<file path="config.mk">
export PLATFORM = sky130hd
export DESIGN_NAME = load_hazard_ctrl
export DESIGN_NICKNAME = d
export VERILOG_FILES = /design/src/rtl/load_hazard_ctrl.sv
export SDC_FILE = /design/constraint.sdc
export NUM_CORES = 1
export LEC_CHECK = 0
export ABC_AREA = 1
export CAP_MARGIN = 25
export CORE_ASPECT_RATIO = 1.75
export CORE_MARGIN = 3
export CORE_UTILIZATION = 41
export DETAILED_ROUTE_END_ITERATION = 7
export PLACE_DENSITY = 0.71
export SYNTH_ARGS = -nofsm -noshare
export SYNTH_HDL_FRONTEND = slang
export SYNTH_SLANG_ARGS = --single-unit
</file>
<file path="constraint.sdc">
create_clock -name clk -period 3.3 [get_ports clk]
set_clock_uncertainty 0.05 [all_clocks]
set_input_delay 0.495 -clock clk [delete_from_list [all_inputs] [get_ports clk]]
set_output_delay 0.495 -clock clk [all_outputs]
set_load 0.02 [all_outputs]
</file>
<file path="src/rtl/load_hazard_ctrl.sv">
// Load-use bubble insertion and multi-cycle data-memory hold for the 5-stage pipeline.
// Stall/flush/hold are combinational from registered state; lu_active, stall_cnt and err_timeout are registered.
module load_hazard_ctrl #(
  parameter int MAX_WAIT = 15,
  parameter int CNT_W    = 16
) (
  input  logic             clk,
  input  logic             rst_n,
  input  logic [4:0]       id_rs,
  input  logic [4:0]       id_rt,
  input  logic             id_use_rs,
  input  logic             id_use_rt,
  input  logic             ex_memrd,
  input  logic [4:0]       ex_rt,
  input  logic             mem_memrd,
  input  logic             dmem_ready,
  output logic             pc_stall,
  output logic             ifid_stall,
  output logic             idex_flush,
  output logic             pipe_hold,
  output logic             lu_active,
  output logic [CNT_W-1:0] stall_cnt,
  output logic             err_timeout
);

  localparam int                WAIT_W   = $clog2(MAX_WAIT + 1);
  localparam logic [WAIT_W-1:0] WAIT_MAX = WAIT_W'(MAX_WAIT);
  localparam logic [CNT_W-1:0]  CNT_MAX  = {CNT_W{1'b1}};

  typedef enum logic [1:0] {
    RUN       = 2'd0,
    LU_BUBBLE = 2'd1,
    MEM_WAIT  = 2'd2
  } state_t;

  state_t            state_q, state_d;
  logic [WAIT_W-1:0] wait_q, wait_d;
  logic [CNT_W-1:0]  stall_cnt_q, stall_cnt_d;
  logic              lu_active_q, lu_active_d;
  logic              err_q, err_d;

  logic hazard;
  logic mem_wait;
  logic stall_c;
  logic flush_c;
  logic hold_c;

  // Register 0 is hard-wired, so a load targeting it never creates a dependency.
  assign hazard = ex_memrd && (ex_rt != 5'd0) &&
                  ((id_use_rs && (id_rs == ex_rt)) || (id_use_rt && (id_rt == ex_rt)));

  assign mem_wait = mem_memrd && !dmem_ready;

  always_comb begin
    state_d = state_q;
    wait_d  = wait_q;
    stall_c = 1'b0;
    flush_c = 1'b0;
    hold_c  = 1'b0;
    case (state_q)
      RUN, LU_BUBBLE: begin
        if (mem_wait) begin
          stall_c = 1'b1;
          hold_c  = 1'b1;
          wait_d  = WAIT_W'(1);
          state_d = MEM_WAIT;
        end else if (hazard && (state_q == RUN)) begin
          // EX holds the bubble while in LU_BUBBLE, so only RUN can see a real hazard.
          stall_c = 1'b1;
          flush_c = 1'b1;
          wait_d  = '0;
          state_d = LU_BUBBLE;
        end else begin
          wait_d  = '0;
          state_d = RUN;
        end
      end
      MEM_WAIT: begin
        if (dmem_ready) begin
          wait_d  = '0;
          state_d = RUN;
        end else begin
          stall_c = 1'b1;
          hold_c  = 1'b1;
          wait_d  = (wait_q == WAIT_MAX) ? wait_q : wait_q + WAIT_W'(1);
        end
      end
      default: begin
        wait_d  = '0;
        state_d = RUN;
      end
    endcase
  end

  always_comb begin
    lu_active_d = (state_d == LU_BUBBLE);
    err_d       = err_q || (wait_d == WAIT_MAX);
    stall_cnt_d = stall_cnt_q;
    if (stall_c && (stall_cnt_q != CNT_MAX)) begin
      stall_cnt_d = stall_cnt_q + CNT_W'(1);
    end
  end

  always_ff @(posedge clk or negedge rst_n) begin
    if (!rst_n) begin
      state_q     <= RUN;
      wait_q      <= '0;
      stall_cnt_q <= '0;
      lu_active_q <= 1'b0;
      err_q       <= 1'b0;
    end else begin
      state_q     <= state_d;
      wait_q      <= wait_d;
      stall_cnt_q <= stall_cnt_d;
      lu_active_q <= lu_active_d;
      err_q       <= err_d;
    end
  end

  // Gating with rst_n lets an in-flight stall drop the moment reset is asserted.
  assign pc_stall    = stall_c && rst_n;
  assign ifid_stall  = stall_c && rst_n;
  assign idex_flush  = flush_c && rst_n;
  assign pipe_hold   = hold_c  && rst_n;
  assign lu_active   = lu_active_q;
  assign stall_cnt   = stall_cnt_q;
  assign err_timeout = err_q;

endmodule
</file>
==> results.cfg <==
[timing]
finalHoldViolCount = 0
layout_setup_ws_ns = 0.378
rsz0062_at_grt = no
setup_tns_ns = 0
post-route-period-util_pct = 88.5
tightest_slew_ns = 0.308
drv_slew = 0
min_period_ns = 2.92
max_freq_mhz = 342
setup_viol = 0
slew_headroom_pct = 79.4

[power]
power_switching_uw = 258
power_leakage_nw = 1.07
power_density_mw_per_mm2 = 401
ir_drop_mv = 0.341
p_clk_share_pct = 30.3
seqPwrFrac_pct = 41.8
p_comb_share_pct = 27.9
p_int_uw = 595
power.share.switching_pct = 30.3

[finish]
syn_to_final_growth_pct = 33.0
fillerInstances = 363
fin_area_mm2 = 0.00213
drive_gt1_share_pct = 6.62
layout_commonest_cell = nand2_1
num_antenna_cells = 0
stdcell_count = 318
final_core_util_pct = 57.4
layout_common_cells = nand2_1 (77), clkdlybuf4s50_1 (43), inv_1 (29)
fin_nets = 297

[floorplanning]
initial_utilization_pct = 43.2
ios = 44
rows = 29
die_w_um = 53.2
core_area_mm2 = 0.00370
dieArea_mm2 = 0.00471
fp.dieH_um = 88.6

[critical_path]
slowest_stage = clkdlybuf4s50_1
r2r_cells = 9
rr_startpoint = stall_cnt[0]
crit_type = in -> out
worstSetupEndpoint = ifid_stall
crit_arrival_ns = 2.38
crit_path_start_kind = primary input
cpPeakStageDelay_ns = 0.63
r2r_end = stall_cnt[9]
cp_cell_sequence = clkdlybuf4s50_1 -> inv_1 -> nand2_1 -> nand2_1 -> nor2_1 -> nand3_1 -> nand2_1 -> nand2_2 -> a21oi_1 -> clkdlybuf4s50_1
critPathMaxFanout = 5
cp_common_cell = nand2_1
critPathLaunch = ex_rt[4]
r2r_slack_ns = 1.41
critPathCaptureType = output port
worstPathRequired_ns = 2.75

[clock_tree]
clockBufferDepth = 2
ctsResizeCount = 0
clk_pin_slew_ns = 0.08
cts_hold_buf = 0
post_cts_buffers = 0
insertion_delay_ns = 0.27
cts_tree = yes
cts-htree-levels = 1
cts_buffers = 3
root_buffer = clkbuf_8
cts.sinks = 24

[logic_synthesis]
synth_cells = 229
syn-num-nets = 253
synthDominantCellAreaShare_pct = 37.6
seq_area_frac_synth_pct = 37.6
yosysWarnings = 0
ys_types = 25
synth_area_mm2 = 0.00160
synth-seq-cells = 24
synth.avg_cell_area_um2 = 6.98
synth_top_area_cell = dfrtp_1
synth_area_leaders = dfrtp_1 (38%), nand2_1 (18%), nand3_1 (8.5%), inv_1 (6.8%), nor2_1 (5.4%)

[routing]
drt-total-wl_mm = 3.75
first_pass_iters = 4
vias = 1535
postRouteAntennaNets = 0
wl_per_cell_um = 11.8
drcViolationCount = 0
viasPerCell = 4.83
initialDrtViolationCount = 30

[outcome]
outcome = complete, no violations

[placement]
hpwl_mm = 2.94
gp_congestion = 0.849
postPlaceCellArea_mm2 = 0.00205
dp_slack_ns = 0.394
io_buffers = 43
placed_cells = 314

[global_routing]
grt_pass1_wl_mm = 6.69
grt_max_degree = 25
overflow = 0
antenna_found_initial = 0
grt_pass1_vias = 1534
grt_usage_pct = 18.8

[run]
cap_violations = 0

[min_path]
min_path_type = reg -> reg
critical path: cells and delay by family:
family | cells | cell delay, ns
buffers and inverters | 3 | 1.23
and+or+nand+nor | 6 | 0.45
AOI/OAI and AO/OA | 1 | 0.19
logic make-up after synthesis:
family,share of synthesized area [%]
AOI/OAI and AO/OA,2.11
xor gates and xnor gates,8.22
adders and majority gates,1.57
buffers and inverters,10.0
DFF,37.6
and+or+nand+nor,40.5
cell type report:
type	count	area [um2]	share of cell area [%]
multi-input cells	168	837	39.4
flip-flops and latches	24	601	28.3
repair buffers	44	438	20.6
inverters	32	121	5.71
well taps	46	57.6	2.71
clock buffers	3	41.3	1.94
clock inverters	1	30.0	1.41
metrics by stage:
stage / hold WS [ns] / total power [mW]
2_1_floorplan: 0.149 / 0.494
3_3_place_gp: 0.400 / 0.597
3_5_place_dp: 0.401 / 0.601
4_1_cts: 0.423 / 0.861
5_1_grt: 0.448 / 0.902
6_report: 0.419 / 0.853
cells in the mapped netlist:
library cell and instances:
inv_1 29, nand2_1 77, o21ai_0 2, nand4_4 1
nand4_1 4, nand2_4 2, nor2_1 23, a31oi_1 1
a21oi_1 2, xor2_1 9, a211oi_1 1, nor3_1 4
buf_6 1, dfrtp_1 24, nand2_2 2, inv_2 2
buf_4 3, xnor2_1 6, buf_2 1, or2_2 1
ha_1 2, clkinv_2 1, nor2_2 3, nor3_2 1
nand3_1 27
per-layer routing:
layer	global-route usage, %	routed length, um	vias up
li1	-	-	793
met1	21.5	1480	690
met2	33.7	2010	43
met3	2.19	176	9
met4	8.84	93	0
met5	0	0	-
registers in the layout, summed over array words and instances (netlist names):
register	flops
err_timeout	1
lu_active	1
wait_q	4
stall_cnt	16
state_q	2
how the worst min path moves through the flow:
stage	start	depth (start not counted)	end	slack [ns]
floorplan	rst_n	0	err_timeout	0.15
global placement	err_timeout	2	err_timeout	0.40
detailed placement	err_timeout	2	err_timeout	0.40
CTS	err_timeout	2	err_timeout	0.42
global route	err_timeout	2	err_timeout	0.45
finish	err_timeout	2	err_timeout	0.42
power by group through the flow:
stage / clock network [mW] / logic [mW] / registers (mW)
after global placement: 0 / 0.236 / 0.362
final: 0.259 / 0.238 / 0.356
after floorplan: 0 / 0.109 / 0.384
after CTS: 0.262 / 0.241 / 0.357
after detailed placement: 0 / 0.239 / 0.362
after global routing: 0.273 / 0.268 / 0.361
(Power assumes the default switching activity.)
